File: config.mk
export PLATFORM = sky130hd
export DESIGN_NAME = mac_requant_pack
export DESIGN_NICKNAME = d
export VERILOG_FILES = /design/src/rtl/mac_requant_pack.sv
export SDC_FILE = /design/constraint.sdc
export NUM_CORES = 2
export LEC_CHECK = 0
export BUFFER_PORTS_ARGS = -buffer_cell sky130_fd_sc_hd__buf_2
export CORE_MARGIN = 3
export CORE_UTILIZATION = 55
export DETAILED_ROUTE_END_ITERATION = 6
export GPL_TIMING_DRIVEN = 0
export PLACE_DENSITY = 0.77
export SLEW_MARGIN = 10
export SYNTH_ARGS = -nofsm -noshare
export SYNTH_HDL_FRONTEND = slang
export SYNTH_SLANG_ARGS = --single-unit
File: constraint.sdc
create_clock -name ACLK -period 14.5 [get_ports ACLK]
set_input_delay 2.175 -clock ACLK [delete_from_list [all_inputs] [get_ports ACLK]]
set_output_delay 2.175 -clock ACLK [all_outputs]
set_load 0.02 [all_outputs]
File: src/rtl/mac_requant_pack.sv
// Requantizes signed 32-bit MAC results to int8 (scale, round-shift, zero point,
// optional ReLU, saturate) and packs LANES results per AXI-Stream output beat.
module mac_requant_pack #(
   parameter int SCALE_W = 16,
   parameter int SHIFT_W = 5,
   parameter int LANES   = 4
) (
   input  logic                 ACLK,
   input  logic                 ARESETN,
   input  logic [31:0]          SD_AXIS_TDATA,
   input  logic                 SD_AXIS_TVALID,
   input  logic                 SD_AXIS_TLAST,
   output logic                 SD_AXIS_TREADY,
   output logic [8*LANES-1:0]   MO_AXIS_TDATA,
   output logic [LANES-1:0]     MO_AXIS_TKEEP,
   output logic                 MO_AXIS_TVALID,
   output logic                 MO_AXIS_TLAST,
   input  logic                 MO_AXIS_TREADY,
   input  logic [SCALE_W-1:0]   cfg_scale,
   input  logic [SHIFT_W-1:0]   cfg_shift,
   input  logic [7:0]           cfg_zero_point,
   input  logic                 cfg_relu
);

   localparam int DW    = 8 * LANES;
   localparam int CNT_W = (LANES > 1) ? $clog2(LANES) : 1;
   localparam int PW    = 32 + SCALE_W + 1;
   localparam int RW    = PW + 1;

   localparam logic signed [RW-1:0] SAT_HI = RW'(127);
   localparam logic signed [RW-1:0] SAT_LO = -RW'(128);

   // Handshake: a beat moves on either port only in a cycle where VALID && READY
   // at the rising edge; a raised VALID and its payload are never withdrawn or
   // altered until that transfer happens. READY may depend on the downstream READY.

   logic                 rdy_en;
   logic                 a_valid, a_last;
   logic signed [PW-1:0] a_prod;
   logic                 b_valid, b_last;
   logic signed [RW-1:0] b_r;
   logic                 c_valid, c_last;
   logic [7:0]           c_q;
   logic [CNT_W-1:0]     cnt;
   logic [DW-1:0]        pack_data;
   logic [LANES-1:0]     pack_keep;
   logic                 o_valid, o_last;
   logic [DW-1:0]        o_data;
   logic [LANES-1:0]     o_keep;

   logic signed [PW-1:0] mul_a, mul_b, mul_p;
   logic signed [RW-1:0] rnd, req_r;
   logic signed [RW-1:0] zp_w, q_w;
   logic [7:0]           sat_q;
   logic                 c_close, out_free, freeze, advance, accept;
   logic [DW-1:0]        merged_data;
   logic [LANES-1:0]     merged_keep;

   always_comb begin
      mul_a = $signed({{(PW-32){SD_AXIS_TDATA[31]}}, SD_AXIS_TDATA});
      mul_b = $signed({{(PW-SCALE_W){1'b0}}, cfg_scale});
      mul_p = mul_a * mul_b;
   end

   // Round half up: add half an LSB of the result before the arithmetic shift.
   always_comb begin
      rnd   = '0;
      if (cfg_shift != '0)
         rnd = $signed(RW'(1) << (cfg_shift - SHIFT_W'(1)));
      req_r = ($signed({a_prod[PW-1], a_prod}) + rnd) >>> cfg_shift;
   end

   always_comb begin
      zp_w = $signed({{(RW-8){cfg_zero_point[7]}}, cfg_zero_point});
      q_w  = b_r + zp_w;
      if (cfg_relu && (q_w < zp_w))
         q_w = zp_w;
      sat_q = q_w[7:0];
      if (q_w > SAT_HI)
         sat_q = 8'h7f;
      else if (q_w < SAT_LO)
         sat_q = 8'h80;
   end

   always_comb begin
      c_close        = c_valid && (c_last || (cnt == CNT_W'(LANES - 1)));
      out_free       = !o_valid || MO_AXIS_TREADY;
      freeze         = c_close && !out_free;
      advance        = !freeze;
      SD_AXIS_TREADY = rdy_en && !freeze;
      accept         = SD_AXIS_TVALID && SD_AXIS_TREADY;
      merged_data    = pack_data | ({{(DW-8){1'b0}}, c_q} << {cnt, 3'b000});
      merged_keep    = pack_keep | (LANES'(1) << cnt);
   end

   always_ff @(posedge ACLK or negedge ARESETN) begin
      if (!ARESETN) begin
         rdy_en    <= 1'b0;
         a_valid   <= 1'b0;
         a_last    <= 1'b0;
         a_prod    <= '0;
         b_valid   <= 1'b0;
         b_last    <= 1'b0;
         b_r       <= '0;
         c_valid   <= 1'b0;
         c_last    <= 1'b0;
         c_q       <= '0;
         cnt       <= '0;
         pack_data <= '0;
         pack_keep <= '0;
         o_valid   <= 1'b0;
         o_last    <= 1'b0;
         o_data    <= '0;
         o_keep    <= '0;
      end else begin
         rdy_en <= 1'b1;
         if (advance) begin
            a_valid <= accept;
            a_prod  <= mul_p;
            a_last  <= SD_AXIS_TLAST;
            b_valid <= a_valid;
            b_r     <= req_r;
            b_last  <= a_last;
            c_valid <= b_valid;
            c_q     <= sat_q;
            c_last  <= b_last;
            if (c_valid) begin
               if (c_close) begin
                  pack_data <= '0;
                  pack_keep <= '0;
                  cnt       <= '0;
               end else begin
                  pack_data <= merged_data;
                  pack_keep <= merged_keep;
                  cnt       <= cnt + CNT_W'(1);
               end
            end
         end
         // A closing result only advances when the output register is free.
         if (advance && c_close) begin
            o_valid <= 1'b1;
            o_data  <= merged_data;
            o_keep  <= merged_keep;
            o_last  <= c_last;
         end else if (o_valid && MO_AXIS_TREADY) begin
            o_valid <= 1'b0;
         end
      end
   end

   assign MO_AXIS_TDATA  = o_data;
   assign MO_AXIS_TKEEP  = o_keep;
   assign MO_AXIS_TVALID = o_valid;
   assign MO_AXIS_TLAST  = o_last;

endmodule

==> impl_metrics.ini <==
[job]
drv_cap = 0

[route]
drt_iter0_drc = 3212
vias_per_cell = 6.033
num_vias = 31457
ant_nets = 0
wl_mm = 107.9
wl_per_cell_um = 20.69
drc_errors = 5
drtPass1Iterations = 7

[die]
row_count = 92
die_w_um = 260.3
die_area_um2 = 67770
initial_utilization = 0.5599
fp.coreArea_um2 = 63540
pin_count = 106
die_h_um = 260.3

[sta]
slew_headroom = 0.2926
drv_slew = 0
max_freq_ghz = 0.1055
worst_pin_slew_ps = 1061
rsz0062_at_grt = false
skew_ps = 21.16
tns_ps = 0
period_minus_slack_ps = 9479
finalHoldViolCount = 0
setup_viol = 0
period_share = 0.6537

[yosys]
async_reset_ff_frac = 1.000
ys_top_cells_by_count = nand2_1, inv_1, fa_1
synth-seq-cells = 190
yosys.area.top_type = fa_1
synth_nets = 5038
avgSynthCellArea_um2 = 8.414
ys_seq_area_frac = 0.1337
yosys.area.top_type_share = 0.2763
synth-edff-count = 0
postSynthCellCount = 4228
synth_xor_area_frac = 0.02856
synth_fa_ha_area_frac = 0.3649
synth.area.top_cells = fa_1, dfrtp_1, ha_1
synth-simple-area-share = 0.1858
yosys_most_used_dff = dfrtp_1
synth_top_family_by_area = adder cells
synth_compound_area_frac = 0.1620
syn_area_um2 = 35570
synthMuxAreaShare = 0.03707
synth.distinct_cells = 108
yosysMostFrequentCell = nand2_1
yosysWarningCount = 0

[clock_tree]
tritoncts = built
cts_buffer_depth = 2
insertion_delay_ps = 490
cts_htree_levels = 4
cts_hold_buf = 0
clock-root-buffer = clkbuf_16
cts.repair.resized = 0
path_clk_slew_ps = 80
cts_num_sinks = 190
cts_setup_buffers = 0
numCtsBuffers = 17

[finish]
multi_input_area_um2 = 27690
layout.nets = 5162
fill_cells = 5727
layout-drive-gt1-share = 0.06277
seq_area_um2 = 4755
syn_to_final_growth_pct = 6.313

[run_status]
violations = design-rule violations
status = complete, but fails checks

[placed_design]
io_buffers = 104
gp_congestion = 1.029
dp_hpwl_mm = 89.92

[global_routing]
grt_max_degree = 117
grt_pass1_wl_mm = 168.8
antenna_found_initial = 4
grt_pass1_vias = 30238
gr-usage-all-layers = 0.3199
grt_overflow = 0

[hold_path]
hold_path.class = reg -> reg

[critical_path]
cp-end-kind = register
required_ps = 14840
cp.arrival_ps = 9820
worst-setup-path-type = in -> reg
cp-start-kind = primary input
crit_path_max_fanout = 10
-- sequential cells by signal, summed over array words and instances, names as in the netlist --
signal / count
MO_AXIS_TDATA: 32
MO_AXIS_TKEEP: 4
MO_AXIS_TLAST: 1
MO_AXIS_TVALID: 1
a_last: 1
a_prod: 49
a_valid: 1
b_last: 1
b_r: 50
b_valid: 1
c_last: 1
c_q: 8
c_valid: 1
cnt: 2
pack_data: 32
pack_keep: 4
rdy_en: 1
-- metal layers --
metal / track usage / vias up / share of wire / wire length, µm
li1: - / 14306 / - / -
met1: 0.4457 / 15378 / 0.41 / 44740
met3: 0.05803 / 271 / 0.095 / 10210
met5: 0 / - / 0 / 0
met4: 0.1044 / 0 / 0.036 / 3863
met2: 0.5080 / 1502 / 0.45 / 49040
-- metrics by stage --
step | worst slack, ps | util | cells | hold slack, ps | instance area, µm²
after CTS | 5187 | 0.5951 | 5211 | 471.8 | 37810
final | 5021 | 0.5952 | 5214 | 470.3 | 37820
after global routing | 4777 | 0.5951 | 5212 | 500.2 | 37820
after global placement | 4761 | 0.5847 | 5178 | 446.7 | 37150
after floorplan | 6038 | - | 4228 | 430.0 | 35570
after detailed placement | 4696 | 0.5853 | 5179 | 452.5 | 37190
-- path summary, 6_finish.rpt --
check / from / slack, ps / cells past startpoint / to
setup / recovery: cfg_scale[9] / 5020 / 24 / a_prod[44]
min in group asynchronous: ARESETN / 1680 / 1 / b_r[33]
hold / removal: b_last / 470 / 2 / b_last
max in group asynchronous: ARESETN / 11860 / 2 / MO_AXIS_TDATA[11]
hold reg to reg: b_last / 470 / 2 / b_last
setup reg to reg: b_r[0] / 7760 / 23 / c_q[6]
-- cell type report --
type	instances	share of cell area
diodes	3	0.0001985
plain buffers	232	0.02438
clock buffers	18	0.01161
clock inverters	14	0.004830
inverters	587	0.05826
multi-input cells	3219	0.7323
flip-flops and latches	190	0.1257
well taps	846	0.02799
repair buffers	105	0.01476
-- worst max-delay path: stages --
cell      delay (ps)
buf_2            300
clkbuf_1         800
nand2_1          190
fa_1             550
inv_1             60
fa_1             510
inv_1             50
fa_1             470
inv_1             50
fa_1             530
inv_1             60
fa_1             530
inv_1             60
fa_1             480
ha_1             260
or3_1            340
o311a_1          400
or3_1            410
a21o_1           220
a211oi_1         530
o31ai_1          200
a31oi_1          330
xor2_1           220
a21oi_1           90
-- cells in the final DEF (no fill, tap or decap), drive strengths merged, types with 11 or more instances in the layout --
master  Yosys  routed
inv       586     593
dfrtp     190     190
a21oi     234     234
a22o       38      38
a21o       85      85
nor3       64      64
buf        43     148
a31oi      42      42
mux2       35      35
mux4       16      16
o21ai     201     201
clkbuf    189     207
o21bai     21      21
ha        252     252
xor2       42      42
nor4       20      20
xnor2      74      74
or3        20      20
nand3      61      61
o31ai      14      14
and3       32      32
a211oi     39      39
mux2i      56      56
a211o      14      14
nor2b      11      11
or2        15      15
o21a       27      27
nor2      222     222
nand4      48      48
nand2b     32      32
and2      229     229
o211ai     26      26
fa        491     491
nand2     591     591
and4       13      13
-- logic make-up after synthesis --
family	Yosys count
simple gates	1382
mux	107
flops	190
buf+inv	819
other cells	1
compound gates	870
xor+xnor	116
fa+ha+maj	743
Power is left out: the tool's default activity adds up to more than one toggle a clock period on the data nets, which glitch-free logic cannot reach.
